**config.mk**
```make
export PLATFORM = sky130hd
export DESIGN_NAME = qeciphy_tx_scheduler_flat
export DESIGN_NICKNAME = d
export VERILOG_FILES = /design/src/rtl/qeciphy_tx_scheduler_if.sv /design/src/rtl/qeciphy_tx_scheduler.sv /design/src/flat_wrapper.sv
export SDC_FILE = /design/constraint.sdc
export NUM_CORES = 1
export LEC_CHECK = 0
export CAP_MARGIN = 20
export CORE_ASPECT_RATIO = 2
export CORE_MARGIN = 2
export CORE_UTILIZATION = 44
export CTS_BUF_LIST = sky130_fd_sc_hd__clkbuf_16
export CTS_CLUSTER_DIAMETER = 100
export DETAILED_ROUTE_END_ITERATION = 12
export PLACE_DENSITY = 0.86
export SETUP_SLACK_MARGIN = 0.15
export SLEW_MARGIN = 15
export SYNTH_ARGS = -nofsm -noshare
export SYNTH_HDL_FRONTEND = slang
export SYNTH_SLANG_ARGS = --single-unit
```
**constraint.sdc**
```tcl
create_clock -name axis_clk -period 4.8 [get_ports axis_clk]
set_input_delay 0.96 -clock axis_clk [delete_from_list [all_inputs] [get_ports axis_clk]]
set_output_delay 0.96 -clock axis_clk [all_outputs]
set_load 0.005 [all_outputs]
```
**src/rtl/qeciphy_tx_scheduler_if.sv**
```systemverilog
// Bus bundle for the QECi PHY TX slot scheduler: the user AXI-Stream input
// and the scheduled word output toward the CRC/gearbox stage.
// The scheduler uses the master view. The surrounding logic uses the slave view.
interface qeciphy_tx_scheduler_if #(
  parameter int DATA_W = 64
);
  // User AXI-Stream side
  logic [DATA_W-1:0] s_axis_tdata;
  logic              s_axis_tvalid;
  logic              s_axis_tready;

  // Scheduled output side
  logic [DATA_W-1:0] o_tx_data;
  logic [1:0]        o_tx_type;
  logic              o_tx_valid;
  logic              i_tx_ready;
  logic              o_frame_start;

  modport master (
    input  s_axis_tdata,
    input  s_axis_tvalid,
    output s_axis_tready,
    output o_tx_data,
    output o_tx_type,
    output o_tx_valid,
    input  i_tx_ready,
    output o_frame_start
  );

  modport slave (
    output s_axis_tdata,
    output s_axis_tvalid,
    input  s_axis_tready,
    input  o_tx_data,
    input  o_tx_type,
    input  o_tx_valid,
    output i_tx_ready,
    input  o_frame_start
  );
endinterface

```
**src/rtl/qeciphy_tx_scheduler.sv**
```systemverilog
// QECi PHY TX slot scheduler.
// Each output slot carries one of four word types:
//   - slot 0: frame alignment pattern (FAP)
//   - slot 1: link status word
//   - other slots: user data, or idle fill when no user data is available
// A single output register stage holds the word. A new word is loaded whenever
// that register is empty or the downstream stage accepts the current word.
// Optional feature: define QECIPHY_TXSCHED_STATUS_ON_CHANGE_EN to send an extra
// STATUS word in the next data slot whenever the flags change.
module qeciphy_tx_scheduler #(
  parameter int          FAP_INTERVAL = 64,
  parameter int          DATA_W       = 64,
  parameter logic [63:0] FAP_WORD     = 64'hFA5A_C3C3_5AFA_3C3C,
  parameter logic [63:0] IDLE_WORD    = 64'h0707_0707_0707_0707
) (
  input  logic                   axis_clk,
  input  logic                   axis_rst,
  input  logic                   i_training,
  input  logic                   i_allow_user_tx,
  input  logic                   i_rx_rdy,
  input  logic                   i_pd_req,
  input  logic                   i_pd_ack,
  qeciphy_tx_scheduler_if.master tx_if
);

  localparam int SLOT_W = $clog2(FAP_INTERVAL);
  localparam logic [SLOT_W-1:0] SLOT_LAST = SLOT_W'(FAP_INTERVAL - 1);
  localparam logic [SLOT_W-1:0] SLOT_FAP  = SLOT_W'(0);
  localparam logic [SLOT_W-1:0] SLOT_STAT = SLOT_W'(1);

  typedef enum logic [1:0] {
    TYPE_DATA   = 2'd0,
    TYPE_FAP    = 2'd1,
    TYPE_STATUS = 2'd2,
    TYPE_IDLE   = 2'd3
  } word_type_e;

  logic [SLOT_W-1:0] slot_q, slot_d;
  logic [DATA_W-1:0] data_q, data_d;
  word_type_e        type_q, type_d;
  logic              valid_q;
  logic              frame_start_q;

  logic              load;
  logic              user_ok;
  logic              data_slot;
  logic              pending_service;
  logic [2:0]        flags;
  logic [DATA_W-1:0] status_word;

  assign load        = ~valid_q | tx_if.i_tx_ready;
  assign user_ok     = i_allow_user_tx & ~i_training;
  assign data_slot   = (slot_q >= SLOT_W'(2));
  assign flags       = {i_pd_ack, i_pd_req, i_rx_rdy};
  assign status_word = DATA_W'(flags);

`ifdef QECIPHY_TXSCHED_STATUS_ON_CHANGE_EN
  logic       status_pending_q;
  logic [2:0] last_flags_q;
  logic       status_load;

  // A pending status change is only serviced in a data slot, ahead of user data
  assign pending_service = data_slot & status_pending_q;
  assign status_load     = load & ((slot_q == SLOT_STAT) | pending_service);

  // Track the flags last sent and flag a change that no STATUS word has carried yet
  always_ff @(posedge axis_clk) begin
    if (axis_rst) begin
      status_pending_q <= 1'b0;
      last_flags_q     <= 3'b000;
    end else if (status_load) begin
      status_pending_q <= 1'b0;
      last_flags_q     <= flags;
    end else if (flags != last_flags_q) begin
      status_pending_q <= 1'b1;
    end
  end
`else
  assign pending_service = 1'b0;
`endif

  // User beats are accepted only into a data slot that is being loaded this cycle
  assign tx_if.s_axis_tready = ~axis_rst & load & data_slot & user_ok & ~pending_service;

  // Pick the word for the current slot and the following slot index
  always_comb begin
    slot_d = (slot_q == SLOT_LAST) ? '0 : slot_q + SLOT_W'(1);
    data_d = IDLE_WORD[DATA_W-1:0];
    type_d = TYPE_IDLE;
    if (slot_q == SLOT_FAP) begin
      data_d = FAP_WORD[DATA_W-1:0];
      type_d = TYPE_FAP;
    end else if (slot_q == SLOT_STAT || pending_service) begin
      data_d = status_word;
      type_d = TYPE_STATUS;
    end else if (user_ok && tx_if.s_axis_tvalid) begin
      data_d = tx_if.s_axis_tdata;
      type_d = TYPE_DATA;
    end
  end

  // Output register. It advances the slot only on load and holds everything under backpressure.
  always_ff @(posedge axis_clk) begin
    if (axis_rst) begin
      slot_q        <= '0;
      data_q        <= '0;
      type_q        <= TYPE_IDLE;
      valid_q       <= 1'b0;
      frame_start_q <= 1'b0;
    end else begin
      frame_start_q <= load & (slot_q == SLOT_FAP);
      if (load) begin
        slot_q  <= slot_d;
        data_q  <= data_d;
        type_q  <= type_d;
        valid_q <= 1'b1;
      end
    end
  end

  assign tx_if.o_tx_data     = data_q;
  assign tx_if.o_tx_type     = type_q;
  assign tx_if.o_tx_valid    = valid_q;
  assign tx_if.o_frame_start = frame_start_q;

endmodule

```
**src/flat_wrapper.sv**
```systemverilog
// flat-port wrapper written by rule: the top's interface ports become plain ports
module qeciphy_tx_scheduler_flat 
#(
  parameter int          FAP_INTERVAL = 64,
  parameter int          DATA_W       = 64,
  parameter logic [63:0] FAP_WORD     = 64'hFA5A_C3C3_5AFA_3C3C,
  parameter logic [63:0] IDLE_WORD    = 64'h0707_0707_0707_0707
)
  (axis_clk, axis_rst, i_training, i_allow_user_tx, i_rx_rdy, i_pd_req, i_pd_ack, tx_if_s_axis_tdata, tx_if_s_axis_tvalid, tx_if_s_axis_tready, tx_if_o_tx_data, tx_if_o_tx_type, tx_if_o_tx_valid, tx_if_i_tx_ready, tx_if_o_frame_start);
  qeciphy_tx_scheduler_if #(.DATA_W(DATA_W)) tx_if_i ();
  input  logic axis_clk;
  input  logic axis_rst;
  input  logic i_training;
  input  logic i_allow_user_tx;
  input  logic i_rx_rdy;
  input  logic i_pd_req;
  input  logic i_pd_ack;
  input wire logic [$bits(tx_if_i.s_axis_tdata)-1:0] tx_if_s_axis_tdata;
  input wire logic [$bits(tx_if_i.s_axis_tvalid)-1:0] tx_if_s_axis_tvalid;
  output wire logic [$bits(tx_if_i.s_axis_tready)-1:0] tx_if_s_axis_tready;
  output wire logic [$bits(tx_if_i.o_tx_data)-1:0] tx_if_o_tx_data;
  output wire logic [$bits(tx_if_i.o_tx_type)-1:0] tx_if_o_tx_type;
  output wire logic [$bits(tx_if_i.o_tx_valid)-1:0] tx_if_o_tx_valid;
  input wire logic [$bits(tx_if_i.i_tx_ready)-1:0] tx_if_i_tx_ready;
  output wire logic [$bits(tx_if_i.o_frame_start)-1:0] tx_if_o_frame_start;
  assign tx_if_i.s_axis_tdata = tx_if_s_axis_tdata;
  assign tx_if_i.s_axis_tvalid = tx_if_s_axis_tvalid;
  assign tx_if_s_axis_tready = tx_if_i.s_axis_tready;
  assign tx_if_o_tx_data = tx_if_i.o_tx_data;
  assign tx_if_o_tx_type = tx_if_i.o_tx_type;
  assign tx_if_o_tx_valid = tx_if_i.o_tx_valid;
  assign tx_if_i.i_tx_ready = tx_if_i_tx_ready;
  assign tx_if_o_frame_start = tx_if_i.o_frame_start;
  qeciphy_tx_scheduler #(.FAP_INTERVAL(FAP_INTERVAL), .DATA_W(DATA_W), .FAP_WORD(FAP_WORD), .IDLE_WORD(IDLE_WORD)) u_core (.axis_clk(axis_clk), .axis_rst(axis_rst), .i_training(i_training), .i_allow_user_tx(i_allow_user_tx), .i_rx_rdy(i_rx_rdy), .i_pd_req(i_pd_req), .i_pd_ack(i_pd_ack), .tx_if(tx_if_i));
endmodule
```
==> results.cfg, run 1 <==
[logic_synthesis]
synth-edff-count = 0
syn_nets = 380
ys_types = 41
netlist_top_cells_count = dfxtp_1, nor2_1, nand2_1
synth_flop_cell = dfxtp_1
ys.warnings.count = 0
synth_top_area_cell = dfxtp_1
synthArstFlopShare = 0
synth_cells = 303
synth-seq-area-share = 0.4998
synth.top_cell.area_share = 0.4998
synth_top_cells_by_area = dfxtp_1, o2111ai_1, a22o_1
synthMostInstantiatedCell = dfxtp_1
ys_ff_latch = 74
syn_area_per_cell_um2 = 9.782
synth_area_um2 = 2964

[pwr]
p_int_mw = 1.262
p_comb_frac = 0.194
ir_drop_mv = 0.2671
powerDensity_nw_per_um2 = 357.1
pwr-share-clk = 0.382
p_sw_mw = 0.4111
power_frac_seq = 0.424
p_leak_nw = 1.670
swShare = 0.2457

[floorplanning]
die_h_um = 120.1
row_count = 42
start_util = 0.4512
dieWidth_um = 62.04
core_area_um2 = 6569
dieArea_um2 = 7449
num_io_pins = 142

[worst_hold_path]
hold_path.class = reg2reg

[timing]
setup_violations = 0
hold_viol_final = 0
fin_tns_setup_ns = 0
fmax_mhz = 281.9
slew_headroom = 0.3301
slew_violations = 0
worst_slew_pin_slew_ns = 1.005
period_share = 0.7389
period_needed_ns = 3.547
rsz0062_at_grt = false
fin_skew_ns = 0.004501

[place]
routabilityCongestion = 0.8520
numPortBuffers = 141
dp_hpwl_um = 6237

[global_route]
antenna_found_initial = 0
grt_usage = 0.2417
grt_pass1_vias = 2938
grt_max_degree = 39
grt_first_pass_wirelength_um = 13520
grt.overflow.total = 0

[final_layout]
nNetsFinal = 505
regArea_um2 = 1481
nFillCells = 502
num_antenna_cells = 0
multiInputGateArea_um2 = 1334
drive_gt1_frac = 0.07390
layout-area-overhead-vs-synth_pct = 58.13
final_util = 0.7135

[worst_setup_path]
crit_top_cell = clkdlybuf4s50_1
setup.worst_path.class = in2out
end_kind = output port
crit_fanout = 3
cp.arrival_ns = 2.59
required_ns = 3.84
critical_path.cell_chain = clkdlybuf4s50_1, nor2b_2, nor2_1, nor4bb_1, clkdlybuf4s50_1
crit_family = buffers and inverters
slowest_delay_ns = 0.55
worst-path-buf-inv = 2
crit_slowest_cell = clkdlybuf4s50_1
critPathLaunchType = primary input

[cts]
clk_root_buffer_cell = clkbuf_16
h-tree-depth = 3
hold_buffers = 0
cts_setup_buffers = 0
clock_path_buffers = 2
cts_tree = built
cts.repair.resized = 0
numCtsBuffers = 9
clk_latency_ns = 0.33
path_clk_slew_ns = 0.05
clock_sinks = 74

[detailed_routing]
drtAntennaViolNets = 0
vias = 2986
drt_iter0_drc = 173
wl_um = 8904
dr.pass1.iters = 4
routedWlPerCell_um = 17.09
avgViaCountPerCell = 5.731
drc = 0

[run_status]
status = complete, no violations

[flow_run]
maxCapViolations = 0
routing by layer:
layer,global-route usage,share of wire,vias to the layer above
met4,0.1077,0.024,0
li1,-,-,1429
met3,0.06573,0.073,16
met5,0,0,-
met2,0.4121,0.53,132
met1,0.2629,0.37,1409
cell families after synthesis:
family	share of synthesized area
flip-flops	0.4998
AND/OR/NAND/NOR	0.1081
AO/OA/AOI/OAI	0.3195
buffers and inverters	0.05276
XOR/XNOR	0.002955
adder cells (fa/ha/maj)	0.01689
power groups by stage:
stage / Clock (mW) / Sequential (mW) / Combinational (mW)
2_1_floorplan: 0 / 0.723 / 0.120
3_3_place_gp: 0 / 0.720 / 0.319
3_5_place_dp: 0 / 0.721 / 0.324
4_1_cts: 0.652 / 0.710 / 0.326
5_1_grt: 0.675 / 0.716 / 0.353
6_report: 0.639 / 0.710 / 0.325
final timing paths:
path	start	to	slack (ns)	cells past startpoint
max	tx_if_i_tx_ready	tx_if_s_axis_tready	1.25	5
min reg2reg	u_core.tx_if.o_tx_data[42]	u_core.tx_if.o_tx_data[42]	0.46	1
max reg2reg	u_core.slot_q[5]	u_core.tx_if.o_tx_data[50]	2.23	3
min	u_core.tx_if.o_tx_data[42]	u_core.tx_if.o_tx_data[42]	0.46	1
final cells by class:
cell class,count,share of cell area
clock buffer,9,0.04805
clock inverter,7,0.01308
inverter,7,0.005606
multi-input combinational,191,0.2846
sequential,74,0.3161
tap,88,0.02349
timing repair buffer,145,0.3091
layout by cell type, fill, tap and decap left out, types with 4 or more instances in the layout:
| cell | count |
|---|---|
| o21ai_0 | 4 |
| a21oi_1 | 6 |
| o221a_2 | 7 |
| a31oi_1 | 19 |
| nand2_1 | 24 |
| clkinv_2 | 4 |
| nor2_1 | 26 |
| o2bb2ai_1 | 12 |
| clkdlybuf4s50_1 | 141 |
| clkbuf_16 | 9 |
| dfxtp_1 | 74 |
| a22o_1 | 14 |
| ha_1 | 4 |
| or4_1 | 4 |
| a2111oi_0 | 7 |
| inv_1 | 8 |
| a211oi_1 | 10 |
| o2111ai_1 | 19 |
sequential cells by signal, summed over array words and instances (netlist names):
register and cells:
u_core.tx_if.o_tx_type 2, u_core.tx_if.o_tx_valid 1, u_core.slot_q 6, u_core.tx_if.o_tx_data 64
u_core.tx_if.o_frame_start 1
through the flow:
| stage | instances | total power [mW] | setup WS [ns] | hold WS (ns) | area [um^2] |
|---|---|---|---|---|---|
| after floorplan | 303 | 0.8428 | 2.162 | 0.4558 | 2964 |
| after detailed placement | 504 | 1.045 | 1.220 | 0.4474 | 4385 |
| after CTS | 520 | 1.688 | 1.214 | 0.4649 | 4672 |
| after global routing | 521 | 1.744 | 1.126 | 0.4783 | 4687 |
| after global placement | 504 | 1.039 | 1.230 | 0.4456 | 4385 |
| final | 521 | 1.674 | 1.253 | 0.4619 | 4687 |
worst reg2reg max path: cells and delay by family (launching register included):
| kind | cells | cell delay (ns) |
|---|---|---|
| and+or+nand+nor | 1 | 1.00 |
| DFF | 1 | 0.36 |
| AOI/OAI and AO/OA | 2 | 1.07 |
(Power assumes the default switching activity.)
==> inputs of run 2 (changes only) <==
- CORE_UTILIZATION: 44 -> 41
- PLACE_DENSITY: 0.86 -> 0.81
- clock period: 4.8 -> 3.6 ns (I/O delays scaled with it)
==> run 2 against run 1 <==
Net effect:
- clock skew is essentially flat
- die area grew 7.0%
- critical path depth is the same
- clock power grew 19%
==> results.cfg, run 2 (synthesis results as in run 1) <==
[run_status]
status = complete, no violations

[detailed_routing]
dr.pass1.iters = 5
avgViaCountPerCell = 5.842
drc = 0
routedWlPerCell_um = 17.16
wl_um = 9026
drt_iter0_drc = 418
vias = 3073
drtAntennaViolNets = 0

[timing]
hold_viol_final = 0
setup_violations = 0
period_share = 0.8519
period_needed_ns = 3.067
slew_violations = 0
rsz0062_at_grt = false
fin_tns_setup_ns = 0
fmax_mhz = 326.1
slew_headroom = 0.3724
fin_skew_ns = 0.004394
worst_slew_pin_slew_ns = 0.9372

[pwr]
power_mw = 2.145
ir_drop_mv = 0.3044
powerDensity_nw_per_um2 = 459.2
p_leak_nw = 1.671

[worst_setup_path]
r2r_end = u_core.tx_if.o_tx_data[4]
crit_top_cell = clkdlybuf4s50_1
setup.worst_path.class = in2out
required_ns = 2.88
crit_slowest_cell = clkdlybuf4s50_1
critPathLaunchType = primary input
slowest_delay_ns = 0.56
r2r-start = u_core.slot_q[1]
end_kind = output port
crit_fanout = 3
critical_path.cell_chain = clkdlybuf4s50_1, nor2b_2, nor2_1, nor4bb_1, clkdlybuf4s50_1
r2r_slack_ns = 1.19
cp.arrival_ns = 2.35
reg2reg_depth = 5
worst-path-buf-inv = 2
crit_family = buffers and inverters

[final_layout]
nNetsFinal = 508
num_antenna_cells = 0
largest_register_ffs = 64
regArea_um2 = 1481
multiInputGateArea_um2 = 1334
nFillCells = 577
final_util = 0.6680
final_cells = 526
layout-area-overhead-vs-synth_pct = 57.62
final_common_cell = clkdlybuf4s50_1
drive_gt1_frac = 0.07110
most-common-layout-cells = clkdlybuf4s50_1, dfxtp_1, nor2_1
finish.instance_area_um2 = 4672

[cts]
clock_path_buffers = 2
hold_buffers = 0
cts.repair.resized = 0
clock_sinks = 74
clk_root_buffer_cell = clkbuf_16
clk_latency_ns = 0.32
path_clk_slew_ns = 0.05
cts_setup_buffers = 0
cts_tree = built
numCtsBuffers = 9
h-tree-depth = 3

[floorplanning]
row_count = 43
num_io_pins = 142
die_h_um = 124.2
dieWidth_um = 64.12
start_util = 0.4238
core_area_um2 = 6994
dieArea_um2 = 7967

[global_route]
grt_first_pass_wirelength_um = 14300
grt_max_degree = 39
grt_pass1_vias = 3115
grt_usage = 0.2235
antenna_found_initial = 0
grt.overflow.total = 0

[place]
dp.cells = 510
place_area_um2 = 4418
numPortBuffers = 141
dp_hpwl_um = 6290
routabilityCongestion = 0.8749

[worst_hold_path]
holdPathStages = 1
min_from = u_core.tx_if.o_tx_data[18]
hold_path.class = reg2reg
whs_endpoint = u_core.tx_if.o_tx_data[18]

[flow_run]
maxCapViolations = 0
[run 2: metrics by stage]
| step | hold WS [ns] | setup WS, ns |
|---|---|---|
| floorplan | 0.4558 | 1.442 |
| finish | 0.4630 | 0.5332 |
| global route | 0.4820 | 0.4991 |
| CTS | 0.4677 | 0.5290 |
| global placement | 0.4463 | 0.6269 |
| detailed placement | 0.4456 | 0.5633 |
[run 2: final cells by class]
class | instances | share of cell area
Tap cell | 90 | 0.02410
Inverter | 7 | 0.005624
Timing Repair Buffer | 148 | 0.3133
Clock inverter | 7 | 0.006160
Clock buffer | 9 | 0.04821
Sequential cell | 74 | 0.3171
Multi-Input combinational cell | 191 | 0.2855
[run 2: layer usage]
layer,global-route usage,routed length [um],up-vias
met5,0,0,-
met4,0.1176,289,0
met3,0.05154,555,26
met2,0.3854,4753,143
met1,0.2480,3427,1480
li1,-,-,1424
[run 2: worst max path at each step]
stage,start,endpoint,slack [ns],cells after the start
floorplan,tx_if_i_tx_ready,tx_if_s_axis_tready,1.44,4
global placement,tx_if_i_tx_ready,tx_if_s_axis_tready,0.63,5
detailed placement,tx_if_i_tx_ready,tx_if_s_axis_tready,0.56,5
CTS,tx_if_i_tx_ready,tx_if_s_axis_tready,0.53,5
global route,tx_if_i_tx_ready,tx_if_s_axis_tready,0.50,5
finish,tx_if_i_tx_ready,tx_if_s_axis_tready,0.53,5
[run 2: worst reg2reg max path, cell delays in order (launching register included)]
cell	delay [ns]
dfxtp_1	0.44
inv_1	0.11
ha_1	0.32
inv_1	0.58
o21ai_1	0.37
a2111oi_0	0.46
[run 2: power by group]
part	switching, mW	internal, mW
Combinational	0.180	0.257
Clock	0.310	0.451
Sequential	0.0468	0.900
Total	0.538	1.61
